===== src/rtl/motor_pkg.sv =====
// Shared definitions for the autonomous drive path.
// Holds the 3-bit motor command codes, the H-bridge direction pair
// encodings, the bridge driver state type and small decode helpers.
// The driving-algorithm block uses the same command codes.
package motor_pkg;

    // Motor command codes. Codes 3'b101..3'b111 are illegal and mean STOP.
    localparam logic [2:0] AUTO_STOP     = 3'b000;
    localparam logic [2:0] AUTO_FORWARD  = 3'b001;
    localparam logic [2:0] AUTO_BACKWARD = 3'b010;
    localparam logic [2:0] AUTO_LEFT     = 3'b011;
    localparam logic [2:0] AUTO_RIGHT    = 3'b100;

    // Direction pin pairs {inA, inB} for one bridge.
    localparam logic [1:0] DIR_FWD   = 2'b10;
    localparam logic [1:0] DIR_REV   = 2'b01;
    localparam logic [1:0] DIR_COAST = 2'b00;

    typedef enum logic [1:0] {
        StIdle,
        StDead,
        StRamp,
        StRun
    } drv_state_e;

    // True for the four codes that actually move the vehicle.
    function automatic logic is_motion(input logic [2:0] cmd);
        return (cmd == AUTO_FORWARD) || (cmd == AUTO_BACKWARD) ||
               (cmd == AUTO_LEFT) || (cmd == AUTO_RIGHT);
    endfunction

    // Straight-line commands use the higher target duty.
    function automatic logic is_straight(input logic [2:0] cmd);
        return (cmd == AUTO_FORWARD) || (cmd == AUTO_BACKWARD);
    endfunction

    function automatic logic [1:0] left_dir(input logic [2:0] cmd);
        case (cmd)
            AUTO_FORWARD:  return DIR_FWD;
            AUTO_BACKWARD: return DIR_REV;
            AUTO_LEFT:     return DIR_REV;
            AUTO_RIGHT:    return DIR_FWD;
            default:       return DIR_COAST;
        endcase
    endfunction

    function automatic logic [1:0] right_dir(input logic [2:0] cmd);
        case (cmd)
            AUTO_FORWARD:  return DIR_FWD;
            AUTO_BACKWARD: return DIR_REV;
            AUTO_LEFT:     return DIR_FWD;
            AUTO_RIGHT:    return DIR_REV;
            default:       return DIR_COAST;
        endcase
    endfunction

endpackage


===== src/rtl/pwm_gen.sv =====
// Free-running PWM counter plus duty compare, shared by both wheels so the
// left and right enables stay phase-aligned.
// Ports:
//   clk, rst_n   - system clock, asynchronous active-low reset
//   enable_i     - next-cycle enable (bridge driving)
//   duty_i       - next-cycle duty value
//   wrap_o       - counter is at all-ones this cycle (wraps on next edge)
//   pwm_o        - registered enable: high while counter < duty
module pwm_gen #(
    parameter int unsigned PWM_BITS = 8
) (
    input  logic                clk,
    input  logic                rst_n,
    input  logic                enable_i,
    input  logic [PWM_BITS-1:0] duty_i,
    output logic                wrap_o,
    output logic                pwm_o
);

    logic [PWM_BITS-1:0] cnt_q, cnt_d;
    logic                pwm_q, pwm_d;

    // The compare uses next-cycle counter and duty so the registered output
    // equals (cnt_q < duty_q) with no extra cycle of lag.
    always_comb begin
        cnt_d = cnt_q + PWM_BITS'(1);
        pwm_d = enable_i && (cnt_d < duty_i);
    end

    always_ff @(posedge clk or negedge rst_n) begin
        if (!rst_n) begin
            cnt_q <= '0;
            pwm_q <= 1'b0;
        end else begin
            cnt_q <= cnt_d;
            pwm_q <= pwm_d;
        end
    end

    assign wrap_o = &cnt_q;
    assign pwm_o  = pwm_q;

endmodule


===== src/rtl/motor_bridge_driver.sv =====
// Dual H-bridge driver for the left and right wheels.
// Turns the 3-bit autonomous motor command into direction pins and PWM
// enables, inserting a dead-time on every direction change, soft-starting
// duty in steps at each PWM wrap and forcing illegal codes to coast.
// Ports:
//   clk, rst_n        - system clock, asynchronous active-low reset
//   auto_motor_state  - motor command (000 stop, 001 fwd, 010 back,
//                       011 left, 100 right, others stop)
//   in1, in2          - left bridge direction (10 fwd, 01 rev, 00 coast)
//   in3, in4          - right bridge direction, same coding
//   ena, enb          - left/right PWM enables
//   busy              - high while in dead-time or ramping
// All outputs come straight from flops.
module motor_bridge_driver
    import motor_pkg::*;
#(
    parameter int unsigned PWM_BITS      = 8,
    parameter int unsigned DEAD_CYCLES   = 50_000,
    parameter int unsigned RAMP_STEP     = 16,
    parameter int unsigned DUTY_STRAIGHT = 230,
    parameter int unsigned DUTY_TURN     = 160
) (
    input  logic       clk,
    input  logic       rst_n,
    input  logic [2:0] auto_motor_state,
    output logic       in1,
    output logic       in2,
    output logic       in3,
    output logic       in4,
    output logic       ena,
    output logic       enb,
    output logic       busy
);

    localparam int unsigned DeadW = (DEAD_CYCLES > 1) ? $clog2(DEAD_CYCLES) : 1;
    localparam int unsigned SumW  = PWM_BITS + 1;

    localparam logic [DeadW-1:0]    DeadLast     = DeadW'(DEAD_CYCLES - 1);
    localparam logic [SumW-1:0]     RampStep     = SumW'(RAMP_STEP);
    localparam logic [PWM_BITS-1:0] DutyStraight = PWM_BITS'(DUTY_STRAIGHT);
    localparam logic [PWM_BITS-1:0] DutyTurn     = PWM_BITS'(DUTY_TURN);

    logic [2:0]          cmd_q;
    drv_state_e          state_q, state_d;
    logic [2:0]          act_q, act_d;     // command currently driven
    logic [PWM_BITS-1:0] duty_q, duty_d;
    logic [DeadW-1:0]    dead_cnt_q, dead_cnt_d;
    logic [3:0]          pins_q, pins_d;
    logic                busy_q, busy_d;

    logic [PWM_BITS-1:0] target;
    logic [SumW-1:0]     duty_sum;
    logic [PWM_BITS-1:0] duty_sat;
    logic                drive_d;
    logic                pwm_wrap;
    logic                pwm_en;

    always_comb begin
        target   = is_straight(act_q) ? DutyStraight : DutyTurn;
        // Widen by one bit so a step past the top of the range cannot wrap.
        duty_sum = {1'b0, duty_q} + RampStep;
        duty_sat = (duty_sum > {1'b0, target}) ? target : duty_sum[PWM_BITS-1:0];
    end

    // Next-state logic. STOP and illegal codes win from every state.
    always_comb begin
        state_d    = state_q;
        act_d      = act_q;
        duty_d     = duty_q;
        dead_cnt_d = dead_cnt_q;

        if (!is_motion(cmd_q)) begin
            state_d    = StIdle;
            act_d      = AUTO_STOP;
            duty_d     = '0;
            dead_cnt_d = '0;
        end else begin
            case (state_q)
                StIdle: begin
                    // Bridge is already coasting, so no dead-time is needed.
                    state_d = StRamp;
                    act_d   = cmd_q;
                    duty_d  = '0;
                end
                StDead: begin
                    // Command changes inside the window do not restart it;
                    // the target is only picked up at exit.
                    if (dead_cnt_q == DeadLast) begin
                        state_d    = StRamp;
                        act_d      = cmd_q;
                        duty_d     = '0;
                        dead_cnt_d = '0;
                    end else begin
                        dead_cnt_d = dead_cnt_q + DeadW'(1);
                    end
                end
                StRamp, StRun: begin
                    if (cmd_q != act_q) begin
                        state_d    = StDead;
                        duty_d     = '0;
                        dead_cnt_d = '0;
                    end else if ((state_q == StRamp) && pwm_wrap) begin
                        duty_d = duty_sat;
                        if (duty_sat == target) begin
                            state_d = StRun;
                        end
                    end
                end
                default: begin
                    state_d    = StIdle;
                    act_d      = AUTO_STOP;
                    duty_d     = '0;
                    dead_cnt_d = '0;
                end
            endcase
        end
    end

    // Outputs are computed from the next state so the registered pins line
    // up with the state they belong to.
    always_comb begin
        drive_d = (state_d == StRamp) || (state_d == StRun);
        pins_d  = drive_d ? {left_dir(act_d), right_dir(act_d)} : 4'b0000;
        busy_d  = (state_d == StDead) || (state_d == StRamp);
    end

    always_ff @(posedge clk or negedge rst_n) begin
        if (!rst_n) begin
            cmd_q      <= AUTO_STOP;
            state_q    <= StIdle;
            act_q      <= AUTO_STOP;
            duty_q     <= '0;
            dead_cnt_q <= '0;
            pins_q     <= 4'b0000;
            busy_q     <= 1'b0;
        end else begin
            cmd_q      <= auto_motor_state;
            state_q    <= state_d;
            act_q      <= act_d;
            duty_q     <= duty_d;
            dead_cnt_q <= dead_cnt_d;
            pins_q     <= pins_d;
            busy_q     <= busy_d;
        end
    end

    pwm_gen #(
        .PWM_BITS (PWM_BITS)
    ) u_pwm_gen (
        .clk      (clk),
        .rst_n    (rst_n),
        .enable_i (drive_d),
        .duty_i   (duty_d),
        .wrap_o   (pwm_wrap),
        .pwm_o    (pwm_en)
    );

    assign {in1, in2, in3, in4} = pins_q;
    assign ena  = pwm_en;
    assign enb  = pwm_en;
    assign busy = busy_q;

endmodule


===== config.mk =====
export PLATFORM = sky130hd
export DESIGN_NAME = motor_bridge_driver
export DESIGN_NICKNAME = d
export VERILOG_FILES = /design/src/rtl/motor_pkg.sv /design/src/rtl/pwm_gen.sv /design/src/rtl/motor_bridge_driver.sv
export SDC_FILE = /design/constraint.sdc
export NUM_CORES = 1
export LEC_CHECK = 0
export ABC_AREA = 1
export CORE_AREA = 2 2 81 75
export CTS_CLUSTER_DIAMETER = 40
export DETAILED_ROUTE_END_ITERATION = 10
export DIE_AREA = 0 0 83 77
export PLACE_DENSITY = 0.66
export SLEW_MARGIN = 20
export SYNTH_ARGS = -nofsm -noshare
export SYNTH_HDL_FRONTEND = slang
export SYNTH_SLANG_ARGS = --single-unit

===== constraint.sdc =====
create_clock -name clk -period 7.9 [get_ports clk]
set_input_delay 0.79 -clock clk [delete_from_list [all_inputs] [get_ports clk]]
set_output_delay 0.79 -clock clk [all_outputs]
set_load 0.05 [all_outputs]

-- Yosys cells after proc, flatten, opt, wreduce, memory -nomap -nowiden
Cells that the tools add are included.
- add/sub/neg operators: 3
- $mul: 0
- div/mod/pow operators: 0
- $lt $le $gt $ge: 2
- eq/ne operators: 21
- shift-type cells: 0
- multiplexer cells: 23
- bitwise logic cells: 0
- reduce and logical (&&, ||, !) cells: 16
- operator list (operator ; number):
    $mux 16 ; 3
    $mux 8 ; 5
    $pmux 16 s2 ; 1
    $pmux 8 s3 ; 1
    $add 16x1->16 const B ; 1
    $eq 16x16->1 const B ; 1
    $eq 3x2->1 const B ; 5
    $mux 2 ; 5
    $reduce_or 2->1 ; 5
    $add 8x5->9 const B ; 1
    $eq 3x1->1 const B ; 3
    $gt 9x8->1 ; 1
    $add 8x1->8 const B ; 1
    $eq 2x2->1 const B ; 4
    $eq 8x8->1 ; 1
    $lt 8x8->1 ; 1
    $pmux 2 s2 ; 2
    $reduce_and 8->1 ; 1
    $mux 7 ; 1
    $eq 3x3->1 const B ; 2
    $logic_or 1x1->1 ; 6
    $mux 3 ; 2
    $pmux 2 s3 ; 1
    $pmux 3 s2 ; 1
    8 further kinds ; 10
- register bits after elaboration: 46
- bits in latches: 0
- memory bits (writable): 0
- ROM bits: 0
- input port bits: 5
- output and inout port bits: 7
- logic and storage cells: 74
- memories kept: 0

-- Logic depth before layout (Yosys ltp)
Gate-level depths: netlist (run 1).
- word-level depth: 14
- depth in mapped cells: 23
- gate-level depth less buffers: 23

-- Hierarchy
A second synthesis (run 1) with hierarchy kept.
- cell total of the unflattened synthesis: 368
- area, all modules: 2805.2 um^2
- modules (own cells, without submodules) (module ; times used ; cells each ; area each (um^2) ; seq. area each (um^2)):
    motor_bridge_driver ; 1 ; 292 ; 2214.6 ; 925.9
    pwm_gen ; 1 ; 76 ; 590.6 ; 225.2

-- Least setup slack after synthesis (run 1)
OpenSTA, ideal clock, no wires.
- kind: reg-to-reg
- from: reg duty_q[4]
- to: reg pins_q[0]
- setup time: 0.121 ns
- arrival time: 2.635 ns
- data required time: 7.779 ns
- setup slack: 5.144 ns
- cell stages (with the launch flop): 23
- buffers on the path: 0
- clock period less this slack: 2.756 ns
- cell sequence: dfrtp_1 -> ha_1 -> nand2_1 -> inv_1 -> nor2_1 -> ha_1 -> nand4_1 -> nor2_1 -> nor2_1 -> nand2_1 -> nand2_2 -> nand2_1 -> o21ai_0 -> nand3_1 -> nand2_1 -> nand3_1 -> a21oi_2 -> inv_1 -> ha_1 -> nor2_1 -> inv_1 -> o211ai_1 -> nor2_1
- cells in the longest elaborated chain, start to end: 12
- elaborated cells between the ends (all ways): 13
- classes of those cells: add/sub: 1; order compare: 1; eq/ne: 3; mux: 7; reduce/logical: 1
- ends and longest elaborated chain (what ; RTL line ; RTL):
    start: declaration ; motor_bridge_driver.sv:46 ; logic [PWM_BITS-1:0] duty_q, duty_d;
    start signal: assignment ; motor_bridge_driver.sv:140 ; duty_q <= duty_d;
    $add 8x5->9 * ; motor_bridge_driver.sv:61 ; duty_sum = {1'b0, duty_q} + RampStep;
    $gt 9x8->1 ; motor_bridge_driver.sv:62 ; duty_sat = (duty_sum > {1'b0, target}) ? target : duty_sum[PWM_BITS-1:0];
    $mux 8 * ; motor_bridge_driver.sv:62 ;
    $eq 8x8->1 * ; motor_bridge_driver.sv:104 ; if (duty_sat == target) begin
    $mux 2 * ; motor_bridge_driver.sv:104 ;
    $mux 2 * ; motor_bridge_driver.sv:102 ; end else if ((state_q == StRamp) && pwm_wrap) begin
    $mux 2 * ; motor_bridge_driver.sv:98 ; if (cmd_q != act_q) begin
    $pmux 2 s3 * ; motor_bridge_driver.sv:78 ; case (state_q)
    $mux 2 * ; motor_bridge_driver.sv:72 ; if (!is_motion(cmd_q)) begin
    named net state_d[0] ; motor_bridge_driver.sv:44 ; drv_state_e state_q, state_d;
    $eq 2x2->1 ; motor_bridge_driver.sv:122 ; drive_d = (state_d == StRamp) || (state_d == StRun);
    $logic_or 1x1->1 * ; motor_bridge_driver.sv:122 ;
    $mux 4 * ; motor_bridge_driver.sv:123 ; pins_d = drive_d ? {left_dir(act_d), right_dir(act_d)} : 4'b0000;
    named net pins_d[0] ; motor_bridge_driver.sv:48 ; logic [3:0] pins_q, pins_d;
    end signal: assignment ; motor_bridge_driver.sv:142 ; pins_q <= pins_d;
    end: declaration ; motor_bridge_driver.sv:48 ;
The timed path passes the listed nets; every way through them passes the cells marked *.
A chain may end at the register's enable or synchronous reset.

-- Worst setup path in the final report (run 1)
Same ends and word-level chain as after synthesis.

==> results of run 1 <==
==> logic make-up (layout without fill, tap and decap cells) <==
group | count (synthesis) | count (layout)
AOI/OAI and AO/OA | 53 | 53
xor gates and xnor gates | 10 | 10
buffers and inverters | 66 | 82
DFF | 46 | 46
and+or+nand+nor | 140 | 140
adders and majority gates | 16 | 16
==> cell type report <==
type                       instances  area, um2  share of cell area [%]
tap                               70       87.6                    2.96
sequential                        46       1150                    39.0
inverter                          63        236                    8.01
timing repair buffer              11        108                    3.64
clock buffer                       5       68.8                    2.33
clock inverter                     3       23.8                   0.805
multi-input combinational        219       1280                    43.3
==> sequential cells by signal (all words and copies together), names as in the netlist <==
register / count
u_pwm_gen.cnt_q: 8
pins_q: 4
cmd_q: 3
state_q: 2
u_pwm_gen.pwm_o: 1
act_q: 3
duty_q: 8
busy: 1
dead_cnt_q: 16
==> worst max path at each step <==
stage	startpoint	end	cells after the start
detailed placement	duty_q[4]	pins_q[0]	22
CTS	duty_q[4]	pins_q[0]	22
floorplan	duty_q[4]	pins_q[0]	22
global placement	duty_q[4]	pins_q[0]	22
global route	duty_q[4]	pins_q[0]	22
finish	duty_q[4]	pins_q[0]	22
==> metal layers <==
layer	share of wire [%]	up-vias
li1	-	1093
met1	49	960
met2	46	33
met3	3.0	6
met4	1.1	0
met5	0	-
==> where the power goes <==
part	leakage (nW)	internal, mW	total, mW	switching [mW]
clock network	0.0408	0.0634	0.151	0.0872
logic	0.753	0.0480	0.153	0.106
registers	0.612	0.252	0.265	0.0128
total	1.41	0.364	0.569	0.205
==> through the flow <==
step                cell area, um2  util [%]  power, mW  setup slack [ps]  instances
floorplan                     2680         -      0.382              5140        331
global placement              2860      51.4      0.423              4820        409
detailed placement            2860      51.4      0.424              4720        409
CTS                           2950      53.1      0.576              4700        417
global route                  2950      53.1      0.608              4350        417
finish                        2950      53.1      0.569              4680        417
==> worst max-delay path, delay by kind of cell, from the launching register on <==
family | cells | cell delay (ps)
AND/OR/NAND/NOR | 13 | 1300
adder cells (fa/ha/maj) | 3 | 720
flip-flops | 1 | 490
AO/OA/AOI/OAI | 3 | 390
buffers and inverters | 3 | 200
==> cells in the final DEF (no fill, tap or decap), types with 2 or more instances in the layout <==
cell	n
sky130_fd_sc_hd__nand2_1	56
sky130_fd_sc_hd__inv_1	54
sky130_fd_sc_hd__dfrtp_1	46
sky130_fd_sc_hd__nor2_1	27
sky130_fd_sc_hd__a21oi_1	27
sky130_fd_sc_hd__nand3_1	17
sky130_fd_sc_hd__ha_1	16
sky130_fd_sc_hd__clkdlybuf4s50_1	10
sky130_fd_sc_hd__inv_2	9
sky130_fd_sc_hd__nor3_1	9
sky130_fd_sc_hd__o21ai_0	9
sky130_fd_sc_hd__nand2_2	7
sky130_fd_sc_hd__nand4_1	6
sky130_fd_sc_hd__xnor2_1	5
sky130_fd_sc_hd__clkbuf_8	5
sky130_fd_sc_hd__xor2_1	4
sky130_fd_sc_hd__nor2_2	4
sky130_fd_sc_hd__nor2_4	3
sky130_fd_sc_hd__a21oi_2	3
sky130_fd_sc_hd__nand3_2	2
sky130_fd_sc_hd__nor4_1	2
sky130_fd_sc_hd__o22ai_1	2
sky130_fd_sc_hd__o211ai_1	2
sky130_fd_sc_hd__or2_0	2
sky130_fd_sc_hd__o21ai_1	2
sky130_fd_sc_hd__o21ai_2	2
sky130_fd_sc_hd__nor3_2	2
sky130_fd_sc_hd__clkinvlp_4	2
==> flow_summary.html, run 1 <==
<table>
<tr><th>Metric</th><th>Value</th></tr>
<tr><th colspan="2">CTS</th></tr>
<tr><td>Worst-Skew Late Latency</td><td>300 ps</td></tr>
<tr><td>Clock-pin slew of the registers on the worst-case setup and hold paths</td><td>100 ps</td></tr>
<tr><td>Clk sinks</td><td>46</td></tr>
<tr><td>Clk buf depth</td><td>2</td></tr>
<tr><td>Clock Root Buffer</td><td>sky130_fd_sc_hd__clkbuf_8</td></tr>
<tr><td>TritonCTS buffer count</td><td>5</td></tr>
<tr><td># H-tree levels</td><td>2</td></tr>
<tr><td>Hold-fix buffers, CTS</td><td>0</td></tr>
<tr><td>Post-CTS setup buffer count</td><td>0</td></tr>
<tr><td>CTS tree</td><td>yes</td></tr>
<tr><td>Number of instances resized during post-cts repair</td><td>0</td></tr>
<tr><th colspan="2">Synthesis</th></tr>
<tr><td>Most common cell in the netlist</td><td>sky130_fd_sc_hd__nand2_1</td></tr>
<tr><td>Synthesized area divided by synthesized cell count</td><td>8.11 um2</td></tr>
<tr><td>Parity-gate share of the synthesized area counting xor and xnor cells</td><td>3.54%</td></tr>
<tr><td>Number of instances in the synthesized netlist</td><td>331</td></tr>
<tr><td>Ranking of synthesized cells by instance count</td><td>sky130_fd_sc_hd__nand2_1 (56), sky130_fd_sc_hd__inv_1 (54), sky130_fd_sc_hd__dfrtp_1 (46)</td></tr>
<tr><td>Share of synthesized area spent on multiplexers</td><td>0%</td></tr>
<tr><td>Async SR Flop Fraction</td><td>100%</td></tr>
<tr><td>Sequential fraction of the synthesis area</td><td>42.9%</td></tr>
<tr><td>Area leader, netlist</td><td>sky130_fd_sc_hd__dfrtp_1</td></tr>
<tr><td>Count of distinct cell types in the synthesized netlist</td><td>37</td></tr>
<tr><td>Top post-synthesis cells by area</td><td>sky130_fd_sc_hd__dfrtp_1 (43%), sky130_fd_sc_hd__nand2_1 (7.8%), sky130_fd_sc_hd__inv_1 (7.6%)</td></tr>
<tr><td>Synthesized net count</td><td>352</td></tr>
<tr><td>Combinational family with the most area after synthesis</td><td>simple AND/OR/NAND/NOR gates</td></tr>
<tr><td>Area share of the largest cell type after synthesis</td><td>42.9%</td></tr>
<tr><td>Complex-gate fraction of the synthesized area</td><td>11.6%</td></tr>
<tr><td>Flip-flop and latch count after synthesis</td><td>46</td></tr>
<tr><td>Cell area after synthesis</td><td>2680 um2</td></tr>
<tr><td>Arithmetic-cell share of the synthesized area counting full adders, half adders and majority gates</td><td>7.46%</td></tr>
<tr><td>Number of flops mapped to enable cells by yosys</td><td>0</td></tr>
<tr><td>Basic-gate share of the synthesized area counting and, or, nand and nor cells</td><td>25.1%</td></tr>
<tr><td>Synth warn</td><td>0</td></tr>
<tr><td>Most frequently used flop master after synthesis</td><td>sky130_fd_sc_hd__dfrtp_1</td></tr>
<tr><th colspan="2">Worst setup path</th></tr>
<tr><td>Highest fanout seen on the critical path</td><td>9</td></tr>
<tr><td>Max incr delay on CP</td><td>490 ps</td></tr>
<tr><td>Logic depth of the worst register-to-register path</td><td>22</td></tr>
<tr><td>Crit Path Category</td><td>flop to flop</td></tr>
<tr><td>Element type at the critical path start</td><td>flop</td></tr>
<tr><td>Source of the worst register-to-register timing path</td><td>duty_q[4]</td></tr>
<tr><td>Required @ worst endpoint</td><td>8100 ps</td></tr>
<tr><td>Critical Path Most Common Cell</td><td>sky130_fd_sc_hd__nor2_1</td></tr>
<tr><td>Reg2Reg Capture Point</td><td>pins_q[0]</td></tr>
<tr><td>Cells traversed along the worst timing path</td><td>ha_1 &gt; nand2_1 &gt; inv_1 &gt; nor2_1 &gt; ha_1 &gt; nand4_1 &gt; nor2_1 &gt; nor2_1 &gt; nand2_1 &gt; nand2_2 &gt; nand2_1 &gt; o21ai_0 &gt; nand3_1 &gt; nand2_1 &gt; nand3_1 &gt; a21oi_2 &gt; inv_1 &gt; ha_1 &gt; nor2_1 &gt; inv_1 &gt; o211ai_1 &gt; nor2_1</td></tr>
<tr><td>Critical-path top delay cell</td><td>sky130_fd_sc_hd__dfrtp_1</td></tr>
<tr><td>Crit path arrival time</td><td>3420 ps</td></tr>
<tr><td>Element type at the critical path end</td><td>flop</td></tr>
<tr><td>Worst reg2reg setup slack</td><td>4680 ps</td></tr>
<tr><th colspan="2">Timing</th></tr>
<tr><td>Final period utilization</td><td>40.7%</td></tr>
<tr><td>Fmax achieved</td><td>311 MHz</td></tr>
<tr><td>Shortest clock period the worst path allows after layout</td><td>3220 ps</td></tr>
<tr><td>Slew Limit Headroom</td><td>59.9%</td></tr>
<tr><td>Fin Clk Skew</td><td>10.8 ps</td></tr>
<tr><td>Endpoints failing hold</td><td>0</td></tr>
<tr><td>Worst slew pin tran</td><td>601 ps</td></tr>
<tr><td>RSZ-0062 raised after global routing</td><td>false</td></tr>
<tr><td>Fin. max-slew vios</td><td>0</td></tr>
<tr><td>Setup total negative slack</td><td>0 ps</td></tr>
<tr><td>Hold slack</td><td>488 ps</td></tr>
<tr><td>Setup-violating endpoint count in the final report</td><td>0</td></tr>
<tr><th colspan="2">Global routing</th></tr>
<tr><td>Number of antenna violations at the first check in global routing</td><td>0</td></tr>
<tr><td>Met1 track utilization from global routing</td><td>24.6%</td></tr>
<tr><td>Global route total overflow</td><td>0</td></tr>
<tr><td>Global Route Usage Sum</td><td>17.7%</td></tr>
<tr><td>Global Route met2 Usage</td><td>28.6%</td></tr>
<tr><td>Most Crowded Layer GR</td><td>met2</td></tr>
<tr><td>Global-route wire length before repair</td><td>9.36 mm</td></tr>
<tr><td>Met3 track utilization from global routing</td><td>3.23%</td></tr>
<tr><td>Vias in the first global route</td><td>2,069</td></tr>
<tr><td>Largest net degree at the start of global routing</td><td>47</td></tr>
<tr><th colspan="2">Placed design</th></tr>
<tr><td>Routability congestion estimate</td><td>0.846</td></tr>
<tr><td>Port-buffer cells</td><td>11</td></tr>
<tr><td>Post-DP HPWL</td><td>3.97 mm</td></tr>
<tr><th colspan="2">Route</th></tr>
<tr><td>Number of vias after detailed routing</td><td>2,092</td></tr>
<tr><td>Number of remaining DRC errors</td><td>0</td></tr>
<tr><td>Pre-antenna DRT Iters</td><td>4</td></tr>
<tr><td>Number of DRC violations after detailed-routing iteration 0</td><td>111</td></tr>
<tr><td>Routed wire length</td><td>5.21 mm</td></tr>
<tr><td>Number of vias per cell</td><td>5.02</td></tr>
<tr><td>Remaining antenna violation count</td><td>0</td></tr>
<tr><td>Detailed-route wire length per cell</td><td>12.5 um</td></tr>
<tr><th colspan="2">Final layout</th></tr>
<tr><td>Share of layout cells above drive strength 1</td><td>12.7%</td></tr>
<tr><td>Total inserted antenna cells</td><td>0</td></tr>
<tr><td>NumNets Final</td><td>367</td></tr>
<tr><td>P&amp;R area growth vs syn</td><td>10.1%</td></tr>
<tr><td>Count of fill cells added during filler insertion</td><td>532</td></tr>
<tr><th colspan="2">Floorplan</th></tr>
<tr><td>Starting utilization of the core area</td><td>48.2%</td></tr>
<tr><td>Core outline area</td><td>5560 um2</td></tr>
<tr><td>Die X-Extent</td><td>83 um</td></tr>
<tr><td>Chip height</td><td>77 um</td></tr>
<tr><td>Number of standard-cell rows in the floorplan</td><td>26</td></tr>
<tr><td>Overall die area</td><td>6390 um2</td></tr>
<tr><td>Number of top-level pins</td><td>12</td></tr>
<tr><th colspan="2">Job</th></tr>
<tr><td>Maximum capacitance violations</td><td>0</td></tr>
<tr><th colspan="2">Power</th></tr>
<tr><td>Power per unit of standard cell area</td><td>193 nW/um2</td></tr>
<tr><td>Max IR drop VDD</td><td>0.160 mV</td></tr>
<tr><td>Static leakage power</td><td>1.41 nW</td></tr>
<tr><th colspan="2">Status</th></tr>
<tr><td>Status</td><td>complete, no violations</td></tr>
<tr><th colspan="2">Worst hold path</th></tr>
<tr><td>Worst Hold Class</td><td>input pin to async pin</td></tr>
</table>
No activity file was read; power rests on OpenSTA's default activity.
==> run 2: changes to the inputs <==
- clock period: 7.9 -> 3.3 ns (I/O delays scaled with it)
==> run 2 against run 1 <==
  * Global-route usage increased by 0.088 points
  * First-iteration DRC count decreased by 6.3%
  * Routed wire length increased by 2.8%
  * Clock-buffer cell count unchanged
  * Highest routed layer unchanged
==> flow_summary.html, run 2 (synthesized netlist as in run 1, its figures left out) <==
<table>
<tr><th>Metric</th><th>Value</th></tr>
<tr><th colspan="2">Status</th></tr>
<tr><td>Status</td><td>complete, no violations</td></tr>
<tr><th colspan="2">Floorplan</th></tr>
<tr><td>Number of standard-cell rows in the floorplan</td><td>26</td></tr>
<tr><td>Starting utilization of the core area</td><td>48.2%</td></tr>
<tr><td>Core outline area</td><td>5560 um2</td></tr>
<tr><td>Number of top-level pins</td><td>12</td></tr>
<tr><td>Chip height</td><td>77 um</td></tr>
<tr><td>Overall die area</td><td>6390 um2</td></tr>
<tr><td>Die X-Extent</td><td>83 um</td></tr>
<tr><th colspan="2">Route</th></tr>
<tr><td>Remaining antenna violation count</td><td>0</td></tr>
<tr><td>Routed wire length</td><td>5.35 mm</td></tr>
<tr><td>Number of DRC violations after detailed-routing iteration 0</td><td>104</td></tr>
<tr><td>Number of vias per cell</td><td>5.10</td></tr>
<tr><td>Pre-antenna DRT Iters</td><td>4</td></tr>
<tr><td>Number of remaining DRC errors</td><td>0</td></tr>
<tr><td>Number of vias after detailed routing</td><td>2,145</td></tr>
<tr><td>Detailed-route wire length per cell</td><td>12.7 um</td></tr>
<tr><th colspan="2">Global routing</th></tr>
<tr><td>Number of antenna violations at the first check in global routing</td><td>0</td></tr>
<tr><td>Vias in the first global route</td><td>2,073</td></tr>
<tr><td>Global route total overflow</td><td>0</td></tr>
<tr><td>Global Route Usage Sum</td><td>17.8%</td></tr>
<tr><td>Largest net degree at the start of global routing</td><td>47</td></tr>
<tr><td>Global-route wire length before repair</td><td>9.30 mm</td></tr>
<tr><th colspan="2">Final layout</th></tr>
<tr><td>Largest regs</td><td>dead_cnt_q x16, duty_q x8, u_pwm_gen.cnt_q x8</td></tr>
<tr><td>NumNets Final</td><td>371</td></tr>
<tr><td>Total inserted antenna cells</td><td>0</td></tr>
<tr><td>Most used cells in the layout excluding fill and tap cells</td><td>sky130_fd_sc_hd__nand2_1 (55), sky130_fd_sc_hd__inv_1 (51), sky130_fd_sc_hd__dfrtp_1 (45)</td></tr>
<tr><td>Share of layout cells above drive strength 1</td><td>17.1%</td></tr>
<tr><td>Register with the most flip-flops</td><td>dead_cnt_q</td></tr>
<tr><td>Most common cell after layout, fill and taps aside</td><td>sky130_fd_sc_hd__nand2_1</td></tr>
<tr><td>P&amp;R area growth vs syn</td><td>13.4%</td></tr>
<tr><td>Largest register FFs</td><td>16</td></tr>
<tr><td>Final standard cell utilization of the core</td><td>54.7%</td></tr>
<tr><th colspan="2">Power</th></tr>
<tr><td>Power consumption</td><td>1.45 mW</td></tr>
<tr><td>Max IR drop VDD</td><td>0.294 mV</td></tr>
<tr><td>Net switching component of the power</td><td>0.491 mW</td></tr>
<tr><td>Sequential group share of total power</td><td>43.7%</td></tr>
<tr><td>Static leakage power</td><td>1.44 nW</td></tr>
<tr><td>Net switching fraction of the power</td><td>33.9%</td></tr>
<tr><td>Cell internal power dissipation</td><td>0.956 mW</td></tr>
<tr><td>Share of total power in the clock network</td><td>29.5%</td></tr>
<tr><td>Combinational share of power</td><td>26.7%</td></tr>
<tr><td>Power per unit of standard cell area</td><td>475 nW/um2</td></tr>
<tr><th colspan="2">Timing</th></tr>
<tr><td>Shortest clock period the worst path allows after layout</td><td>3030 ps</td></tr>
<tr><td>Worst slew pin tran</td><td>605 ps</td></tr>
<tr><td>Fin. max-slew vios</td><td>0</td></tr>
<tr><td>Slew Limit Headroom</td><td>59.6%</td></tr>
<tr><td>Fin Clk Skew</td><td>10.8 ps</td></tr>
<tr><td>Setup total negative slack</td><td>0 ps</td></tr>
<tr><td>Final period utilization</td><td>91.9%</td></tr>
<tr><td>RSZ-0062 raised after global routing</td><td>false</td></tr>
<tr><td>Setup-violating endpoint count in the final report</td><td>0</td></tr>
<tr><td>Hold slack</td><td>41.8 ps</td></tr>
<tr><td>Endpoints failing hold</td><td>0</td></tr>
<tr><td>Fmax achieved</td><td>330 MHz</td></tr>
<tr><th colspan="2">CTS</th></tr>
<tr><td>Clk sinks</td><td>46</td></tr>
<tr><td>Clk buf depth</td><td>2</td></tr>
<tr><td>Clock-pin slew of the registers on the worst-case setup and hold paths</td><td>90 ps</td></tr>
<tr><td>TritonCTS buffer count</td><td>5</td></tr>
<tr><td>CTS tree</td><td>yes</td></tr>
<tr><td>Worst-Skew Late Latency</td><td>300 ps</td></tr>
<tr><td># H-tree levels</td><td>2</td></tr>
<tr><td>Clock Root Buffer</td><td>sky130_fd_sc_hd__clkbuf_8</td></tr>
<tr><th colspan="2">Worst setup path</th></tr>
<tr><td>Element type at the critical path end</td><td>flop</td></tr>
<tr><td>Crit Path Category</td><td>flop to flop</td></tr>
<tr><td>Crit path arrival time</td><td>3220 ps</td></tr>
<tr><td>Element type at the critical path start</td><td>flop</td></tr>
<tr><td>Highest fanout seen on the critical path</td><td>8</td></tr>
<tr><td>Required @ worst endpoint</td><td>3490 ps</td></tr>
<tr><th colspan="2">Placed design</th></tr>
<tr><td>Port-buffer cells</td><td>11</td></tr>
<tr><td>Routability congestion estimate</td><td>0.844</td></tr>
<tr><td>Post-DP HPWL</td><td>4.01 mm</td></tr>
<tr><th colspan="2">Job</th></tr>
<tr><td>Maximum capacitance violations</td><td>0</td></tr>
<tr><th colspan="2">Worst hold path</th></tr>
<tr><td>Worst Hold Class</td><td>input pin to async pin</td></tr>
</table>
[run 2: per-layer routing]
metal | wire length (um) | global-route usage, % | part of all wire (%) | vias to the layer above
li1 | - | - | - | 1107
met1 | 2670 | 23.7 | 50 | 1010
met2 | 2510 | 29.3 | 47 | 22
met3 | 105 | 3.34 | 2.0 | 6
met4 | 68 | 5.90 | 1.3 | 0
met5 | 0 | 0 | 0 | -
[run 2: stage by stage]
| step | setup WS, ps | area [um2] | cells |
|---|---|---|---|
| 6_report | 267 | 3040 | 421 |
| 5_1_grt | 1.35 | 3040 | 421 |
| 4_1_cts | 77.6 | 2970 | 417 |
| 3_5_place_dp | 118 | 2860 | 409 |
| 3_3_place_gp | 222 | 2860 | 409 |
| 2_1_floorplan | 544 | 2680 | 331 |
[run 2: path summary, 6_finish.rpt]
kind / startpoint / end / slack [ps] / cells past startpoint
max in group asynchronous: rst_n / duty_q[4] / 2830 / 1
min reg2reg: u_pwm_gen.cnt_q[0] / u_pwm_gen.cnt_q[0] / 500 / 1
min: rst_n / dead_cnt_q[4] / 40 / 1
max reg2reg: duty_q[5] / pins_q[0] / 270 / 20
min in group clk: auto_motor_state[0] / cmd_q[0] / 460 / 1
max: duty_q[5] / pins_q[0] / 270 / 20
[run 2: what timing repair did]
item,CTS,global route
endpoints found under the setup margin,0,5
hold buffers,0,0
resized for setup,0,19
setup buffers,0,4
[run 2: critical path: stages, from the launching register on]
cell and delay [ps]:
sky130_fd_sc_hd__dfrtp_1 440, sky130_fd_sc_hd__ha_2 210, sky130_fd_sc_hd__nor2_2 120, sky130_fd_sc_hd__nor2_4 60, sky130_fd_sc_hd__ha_1 300, sky130_fd_sc_hd__nand4_1 100
sky130_fd_sc_hd__nor2_1 50, sky130_fd_sc_hd__nor2_1 90, sky130_fd_sc_hd__nand2_1 110, sky130_fd_sc_hd__nand2_4 140, sky130_fd_sc_hd__buf_4 130, sky130_fd_sc_hd__a31oi_1 40
sky130_fd_sc_hd__nor3_1 190, sky130_fd_sc_hd__nand3_1 120, sky130_fd_sc_hd__a21oi_2 190, sky130_fd_sc_hd__inv_1 60, sky130_fd_sc_hd__ha_1 220, sky130_fd_sc_hd__nor2_4 130
sky130_fd_sc_hd__inv_2 50, sky130_fd_sc_hd__o211ai_1 90, sky130_fd_sc_hd__nor2_1 60
[run 2: area by class of cell]
class | instances | area [um2]
clock buffer | 5 | 68.8
clock inverter | 3 | 43.8
sequential | 46 | 1150
timing repair buffer | 15 | 138
fill | 523 | 2520
tap | 70 | 87.6
multi-input combinational | 219 | 1320
inverter | 63 | 236
[run 2: power groups by stage]
stage / Clock, mW / Combinational (mW) / Sequential [mW]
final: 0.427 / 0.387 / 0.632
after global routing: 0.462 / 0.436 / 0.639
after CTS: 0.440 / 0.370 / 0.633
after detailed placement: 0 / 0.368 / 0.645
after global placement: 0 / 0.369 / 0.643
after floorplan: 0 / 0.225 / 0.688
